==> src/rtl/mips_ctrl_pkg.sv <==
// Opcode and ALU-class constants shared by the MIPS control encoder and decoder,
// plus the control-word classification function.
package mips_ctrl_pkg;

  localparam logic [5:0] OP_RTYPE   = 6'b000000;
  localparam logic [5:0] OP_LW      = 6'b100011;
  localparam logic [5:0] OP_SW      = 6'b101011;
  localparam logic [5:0] OP_BEQ     = 6'b000100;
  localparam logic [5:0] OP_ILLEGAL = 6'b111111;

  localparam logic [1:0] ALU_ADD   = 2'b00;
  localparam logic [1:0] ALU_SUB   = 2'b01;
  localparam logic [1:0] ALU_FUNCT = 2'b10;

  localparam int ENC_W = 7;

  typedef struct packed {
    logic       regdst;
    logic       alusrc;
    logic       memtoreg;
    logic       regwrite;
    logic       memwrite;
    logic       branch;
    logic [1:0] aluop;
  } ctrl_t;

  typedef struct packed {
    logic [5:0] opcode;
    logic       illegal;
  } enc_t;

  // sw and beq leave regdst/memtoreg as don't-cares.
  function automatic enc_t encode(input ctrl_t c);
    enc_t e;
    e.illegal = 1'b0;
    if (c.regdst && !c.alusrc && !c.memtoreg && c.regwrite && !c.memwrite &&
        !c.branch && c.aluop == ALU_FUNCT)
      e.opcode = OP_RTYPE;
    else if (!c.regdst && c.alusrc && c.memtoreg && c.regwrite && !c.memwrite &&
             !c.branch && c.aluop == ALU_ADD)
      e.opcode = OP_LW;
    else if (c.alusrc && !c.regwrite && c.memwrite && !c.branch && c.aluop == ALU_ADD)
      e.opcode = OP_SW;
    else if (!c.alusrc && !c.regwrite && !c.memwrite && c.branch && c.aluop == ALU_SUB)
      e.opcode = OP_BEQ;
    else begin
      e.opcode  = OP_ILLEGAL;
      e.illegal = 1'b1;
    end
    return e;
  endfunction

endpackage

==> src/rtl/ctrl_fifo2.sv <==
// Two-entry valid/ready FIFO; one-cycle latency into an empty buffer, in_ready is
// purely occupancy-based (a same-cycle pop does not reopen a full buffer).
module ctrl_fifo2
  import mips_ctrl_pkg::*;
#(
  parameter int W = ENC_W
) (
  input  logic         clk,
  input  logic         rst_n,
  input  logic         in_valid,
  output logic         in_ready,
  input  logic [W-1:0] in_data,
  output logic         out_valid,
  input  logic         out_ready,
  output logic [W-1:0] out_data
);

  logic [W-1:0] mem [2];
  logic         wr_ptr;
  logic         rd_ptr;
  logic [1:0]   count;
  logic         push;
  logic         pop;

  assign in_ready  = rst_n && (count != 2'd2);
  assign out_valid = (count != 2'd0);
  assign out_data  = mem[rd_ptr];
  assign push      = in_valid && in_ready;
  assign pop       = out_valid && out_ready;

  always_ff @(posedge clk or negedge rst_n) begin
    if (!rst_n) begin
      mem[0] <= '0;
      mem[1] <= '0;
      wr_ptr <= 1'b0;
      rd_ptr <= 1'b0;
      count  <= 2'd0;
    end else begin
      if (push) begin
        mem[wr_ptr] <= in_data;
        wr_ptr      <= ~wr_ptr;
      end
      if (pop)
        rd_ptr <= ~rd_ptr;
      if (push && !pop)
        count <= count + 2'd1;
      else if (pop && !push)
        count <= count - 2'd1;
    end
  end

endmodule

==> src/rtl/ctrl_encoder.sv <==
// Encodes MIPS control words into primary opcodes, buffered two deep; latency 1,
// in_ready drops while two words are held. Illegal words are flagged and counted.
module ctrl_encoder
  import mips_ctrl_pkg::*;
(
  input  logic       clk,
  input  logic       rst_n,
  input  logic       in_valid,
  output logic       in_ready,
  input  logic       memtoreg,
  input  logic       memwrite,
  input  logic       branch,
  input  logic       ALUsrc,
  input  logic       regdst,
  input  logic       regwrite,
  input  logic [1:0] ALUop,
  output logic       out_valid,
  input  logic       out_ready,
  output logic [5:0] opcode,
  output logic       out_illegal,
  output logic [7:0] illegal_cnt
);

  ctrl_t ctrl;
  enc_t  enc_in;
  enc_t  enc_out;
  logic  accept;

  assign ctrl = '{regdst:   regdst,
                  alusrc:   ALUsrc,
                  memtoreg: memtoreg,
                  regwrite: regwrite,
                  memwrite: memwrite,
                  branch:   branch,
                  aluop:    ALUop};

  assign enc_in = encode(ctrl);
  assign accept = in_valid && in_ready;

  ctrl_fifo2 #(.W(ENC_W)) u_fifo (
    .clk       (clk),
    .rst_n     (rst_n),
    .in_valid  (in_valid),
    .in_ready  (in_ready),
    .in_data   (enc_in),
    .out_valid (out_valid),
    .out_ready (out_ready),
    .out_data  (enc_out)
  );

  assign opcode      = enc_out.opcode;
  assign out_illegal = enc_out.illegal;

  always_ff @(posedge clk or negedge rst_n) begin
    if (!rst_n)
      illegal_cnt <= 8'd0;
    else if (accept && enc_in.illegal && illegal_cnt != 8'hFF)
      illegal_cnt <= illegal_cnt + 8'd1;
  end

endmodule

==> config.mk <==
export PLATFORM = sky130hd
export DESIGN_NAME = ctrl_encoder
export DESIGN_NICKNAME = d
export VERILOG_FILES = /design/src/rtl/mips_ctrl_pkg.sv /design/src/rtl/ctrl_fifo2.sv /design/src/rtl/ctrl_encoder.sv
export SDC_FILE = /design/constraint.sdc
export NUM_CORES = 1
export LEC_CHECK = 0
export ABC_CLOCK_PERIOD_IN_PS = 2100
export CORE_MARGIN = 1
export CORE_UTILIZATION = 48
export CTS_BUF_LIST = sky130_fd_sc_hd__clkbuf_4
export DETAILED_ROUTE_END_ITERATION = 10
export HOLD_SLACK_MARGIN = 0.05
export PLACE_DENSITY_LB_ADDON = 0.15
export REMOVE_ABC_BUFFERS = 1
export SLEW_MARGIN = 20
export SYNTH_ARGS = -nofsm -noshare
export SYNTH_HDL_FRONTEND = slang
export SYNTH_SLANG_ARGS = --single-unit
==> constraint.sdc <==
create_clock -name clk -period 2.1 [get_ports clk]
set_clock_uncertainty 0.05 [all_clocks]
set_input_delay 0.42 -clock clk [delete_from_list [all_inputs] [get_ports clk]]
set_output_delay 0.42 -clock clk [all_outputs]
set_load 0.05 [all_outputs]
==> metrics, run 1 <==
r2r setup slk=0.33 ns; power share of the clock group=10.1%; worst reg2reg path endpoint=illegal_cnt[1]; Site Rows=16; Layout Cells excl Fill=158; Max Buffers Root-to-Sink=2; main flop type after synthesis=dfrtp_1; Area Growth Syn to Fin=37.8%; CTS H-tree depth=1; DRT iter0 DRCs=19; post-CTS setup buffer count=0; commonest non-fill, non-tap cell in the layout=buf_4; DP Worst Slack=-0.0998 ns; global route overflow=0; commonest non-fill, non-tap cells in the layout=21 x buf_4, 20 x dfrtp_1, 16 x clkdlybuf4s50_1; # clock sinks=20; CP max-delay cell=clkdlybuf4s50_1; Comb power frac=52.0%; register area share after synthesis=46.3%; gpl congestion=0.797; Die H=49.5 um; crit-path cells=clkdlybuf4s50_1; core area=2040 sq um; Max FO, Critical Path=5; min Tclk post-route=2.03 ns; DRT Wirelength=2.12 mm; post-synth cell types=28; buffers added on ports=28; vias in the first global route=842; setup ws final=0.0694 ns; drt drc=0; Post-Syn Area=1080 sq um; area leader, netlist=dfrtp_1; Initial Utilization=52.9%; post-DP HPWL=1.71 mm; Die ar.=2450 sq um; WP data required=1.63 ns; Leakage Power=0.624 nW; hold endpoint=u_fifo.count[1]; synthesized instance count=90; Area after DPL=1460 sq um; Seq pwr share=37.9%; clock-pin slew on the worst setup and hold paths=0.10 ns; uppermost layer routed=met3; Ys Warns=0; global-route wire length before repair=3.74 mm; DR WL/cell=13.4 um; worst min-delay path category=reg -> reg; Worst-Skew Late Latency=0.29 ns; share of cells above drive strength 1=33.6%; Slew @ Worst Pin=0.504 ns; Yosys top cell area share=46.3%; met2 wire len=1.09 mm; Final setup viols=0; Pre-antenna DRT Iters=4; die width=49.5 um; hold slack=0.449 ns; Largest stage delay, worst path=0.83 ns; critical path endpoint category=primary output; r2r worst-path depth=5; Rel. slew slack=66.3%; synth top area cells=dfrtp_1 46%, mux2_2 10%, xnor2_1 5.7%; sw frac=44.7%; # hold bufs at CTS=0; RSZ-0062 raised after global routing=false; R2R Path Start=illegal_cnt[0]; nets=147; critical path startpoint category=flip-flop; P_sw=0.753 mW; WP buf/inv=1; WP data arrival=1.56 ns; pwr dens=1130 nW/um^2; Post-synth EDFFs=0; FF+latch count, synth=20; largest net degree at the start of global routing=21; min-delay src=u_fifo.count[1]; cts bufs inserted=3; Fin. Hold Viols=0; status=completed; delay-heaviest family, CP=buffers and inverters; max-cap viol count=0; Final Cell Area=1490 sq um; met3 WL=75 um; crit share post-route=96.7%; Peak VDD IR=0.000925 V; # IOs=29; Int Power=0.931 mW; via/cell ratio=5.24; antenna violations before repair=0; WS Path Type=reg -> out; M1 WL=949 um; Sum Neg Setup Slack=0 ns; hold path depth=1; post-route ant nets=0; f_max=492 MHz; gr usage total=20.5%; CTS tree=yes; Async S/R FF share, synth=100%; Vias=828; n_diodes=0; max-slew violation count=0; Mean Syn Cell Area=12.0 sq um; clock root cell=clkbuf_4; DP Cell Count=155
[repair_timing]
item,in CTS,in global routing
endpoints found under the hold margin,0,0
gates resized for setup,0,3
endpoints found under the setup margin,0,3
[worst max-delay path by stage]
stage	startpoint	to	slack [ns]	depth (start not counted)
after floorplan	illegal_cnt[0]	illegal_cnt[1]	0.09	5
after global placement	regwrite	illegal_cnt[1]	-0.08	6
after CTS	illegal_cnt[2]	illegal_cnt[2]	0.01	1
final	illegal_cnt[3]	illegal_cnt[3]	0.07	1
after global routing	illegal_cnt[3]	illegal_cnt[3]	0.02	1
after detailed placement	branch	illegal_cnt[1]	-0.1	6
[power by group through the flow]
stage | Sequential, mW | Clock [mW] | Combinational (mW)
floorplan | 0.789 | 0 | 0.429
global placement | 0.640 | 0 | 0.865
detailed placement | 0.647 | 0 | 0.880
CTS | 0.640 | 0.183 | 0.885
global route | 0.663 | 0.197 | 0.926
finish | 0.638 | 0.170 | 0.875
[per-layer routing]
metal / up-vias / track usage [%]
met3: 0 / 3.70
li1: 402 / -
met4: 0 / 4.29
met2: 17 / 35.2
met1: 409 / 27.1
met5: - / 0
[kinds of logic after synthesis]
family / count (synthesis) / synth area share (%)
AO/OA/AOI/OAI: 2 / 1.51
multiplexers: 14 / 14.9
buffers and inverters: 4 / 2.43
XOR/XNOR: 11 / 8.91
adder cells (fa/ha/maj): 2 / 2.31
AND/OR/NAND/NOR: 37 / 23.6
flip-flops: 20 / 46.3
[sequential cells by signal, summed over array words and instances, names as in the netlist]
name           count
illegal_cnt        8
u_fifo.mem         8
u_fifo.count       2
u_fifo.rd_ptr      1
u_fifo.wr_ptr      1
[cells in the mapped netlist (2+ instances only)]
cell      number
xor2_1         4
ha_1           2
xnor2_1        7
buf_4          3
nor2_1         8
dfrtp_1       20
mux2_2        10
mux2_1         3
nand2b_1       2
nand4_1        5
nor4_4         2
nand2_1        3
nand3_1        6
[stage by stage]
step                      power [mW]  util, %
after floorplan                 1.22        -
after global placement          1.50     71.5
after detailed placement        1.53     71.5
after CTS                       1.71     72.6
after global routing            1.79     73.0
final                           1.68     73.0
[layout make-up]
class / count / area [sq um]
multi-input cells: 66 / 554
fillers: 154 / 552
well taps: 27 / 33.8
flip-flops and latches: 20 / 500
clock buffers: 3 / 22.5
inverters: 1 / 3.75
repair buffers: 41 / 375
(Power assumes the default switching activity.)
==> inputs of run 2 (changes only) <==
--- a/config.mk
+++ b/config.mk
@@ -6,7 +6,7 @@
 export NUM_CORES = 1
 export LEC_CHECK = 0
 export ABC_CLOCK_PERIOD_IN_PS = 2100
-export CORE_MARGIN = 1
+export CORE_MARGIN = 2
 export CORE_UTILIZATION = 48
 export CTS_BUF_LIST = sky130_fd_sc_hd__clkbuf_4
 export DETAILED_ROUTE_END_ITERATION = 10
==> run 2 against run 1 <==
Net effect: flip-flop and latch count stayed put; critical path depth stayed put; combinational power fell by 1%; highest routed layer is now met4; sequential share of layout area increased by 0.20 points; critical path type unchanged; non-clock buffer count shrank 1; power down 0.19%; critical endpoint is now illegal_cnt[1]; cell count unchanged; utilization fell by 4.7 points; sequential power shrank 0.6%.
==> metrics, run 2 (same netlist as run 1, synthesis figures left out) <==
global-route wire length before repair=3.48 mm; n_diodes=0; nets=146; CTS H-tree depth=1; core area=2170 sq um; clock root cell=clkbuf_4; RSZ-0062 raised after global routing=false; max-slew violation count=0; vias in the first global route=769; via/cell ratio=5.21; buffers added on ports=28; Util after Layout=68.3%; Rel. slew slack=66.4%; WP buf/inv=1; min Tclk post-route=2.04 ns; Fillers=163; Int Power=0.928 mW; DR WL/cell=13.1 um; DRT Wirelength=2.07 mm; Die ar.=2650 sq um; max-cap viol count=0; DP Worst Slack=-0.150 ns; CTS tree=yes; Seq pwr share=37.7%; Vias=823; crit share post-route=97.0%; Pre-antenna DRT Iters=4; # IOs=29; critical path startpoint category=flip-flop; drt drc=0; WP data required=1.63 ns; Max Buffers Root-to-Sink=2; CP max-delay cell=clkdlybuf4s50_1; Initial Utilization=49.8%; P_sw=0.753 mW; r2r setup slk=0.32 ns; r2r worst-path depth=5; Area Growth Syn to Fin=37.0%; antenna violations before repair=0; crit-path cells=clkdlybuf4s50_1; die width=51.5 um; Peak VDD IR=0.000889 V; WS Path Type=reg -> out; gpl congestion=0.738; critical path endpoint category=primary output; global route overflow=0; status=completed; post-DP HPWL=1.61 mm; commonest non-fill, non-tap cells in the layout=20 x dfrtp_1, 20 x buf_4, 17 x clkdlybuf4s50_1; Die H=51.5 um; DRT iter0 DRCs=7; Slew @ Worst Pin=0.503 ns; worst min-delay path category=reg -> reg; hold path depth=1; Fin. Hold Viols=0; cts bufs inserted=3; Site Rows=17; sw frac=44.8%; # clock sinks=20; Leakage Power=0.608 nW; Comb power frac=51.5%; setup ws final=0.0630 ns; WP data arrival=1.57 ns; post-CTS setup buffer count=0; Worst-Skew Late Latency=0.30 ns; gr usage total=18.1%; Max FO, Critical Path=5; clock-pin slew on the worst setup and hold paths=0.11 ns; delay-heaviest family, CP=buffers and inverters; pwr dens=1130 nW/um^2; power share of the clock group=10.8%; largest net degree at the start of global routing=21; f_max=491 MHz; Largest stage delay, worst path=0.83 ns; Power Total=1.68 mW; post-route ant nets=0; share of cells above drive strength 1=33.1%; Final setup viols=0; critical path depth in cells=1; largest registers=illegal_cnt: 8 flops, u_fifo.mem: 8 flops, u_fifo.count: 2 flops
[run 2: changes by cell type in the layout (fill, tap and decap cells not counted)]
cell,change
buf_4,-1
clkdlybuf4s50_1,+1
dlymetal6s2s_1,-1
[run 2: what timing repair did]
| action | 4_1_cts | 5_1_grt |
|---|---|---|
| hold buffers | 0 | 0 |
| endpoints found under the setup margin | 0 | 2 |
| endpoints found under the hold margin | 0 | 0 |
| resized for setup | 0 | 2 |
[run 2: final timing paths]
| check | startpoint | endpoint |
|---|---|---|
| setup / recovery | illegal_cnt[1] | illegal_cnt[1] |
| hold / removal | u_fifo.count[1] | u_fifo.count[1] |
| setup reg to reg | illegal_cnt[1] | illegal_cnt[1] |
| hold reg to reg | u_fifo.count[1] | u_fifo.count[1] |
| max in group asynchronous | rst_n | u_fifo.mem[11] |
| min in group asynchronous | rst_n | illegal_cnt[4] |
[run 2: layout make-up]
cell class / instances / area, sq um / area share (%)
clock buffers: 3 / 22.5 / 1.52
inverters: 1 / 3.75 / 0.253
multi-input cells: 66 / 554 / 37.4
flip-flops and latches: 20 / 500 / 33.8
well taps: 28 / 35.0 / 2.36
repair buffers: 40 / 365 / 24.7
[run 2: routing by layer]
layer	track usage, %	share of wire (%)
met4	9.21	1.5
met2	29.3	49
met5	0	0
met3	3.51	3.4
met1	22.9	46
[run 2: per-stage QoR]
step	setup TNS [ns]	instance area, sq um	cells	hold slack, ns
after floorplan	0	1060	87	0.0744
after global placement	-0.510	1450	155	0.421
after detailed placement	-0.690	1450	155	0.432
after CTS	0	1480	158	0.452
after global routing	0	1480	158	0.473
final	0	1480	158	0.447
[run 2: power by group through the flow]
stage / clock network [mW] / logic, mW / registers, mW
after floorplan: 0 / 0.429 / 0.789
after global placement: 0 / 0.860 / 0.638
after detailed placement: 0 / 0.871 / 0.644
after CTS: 0.192 / 0.875 / 0.635
after global routing: 0.205 / 0.913 / 0.652
final: 0.181 / 0.865 / 0.634
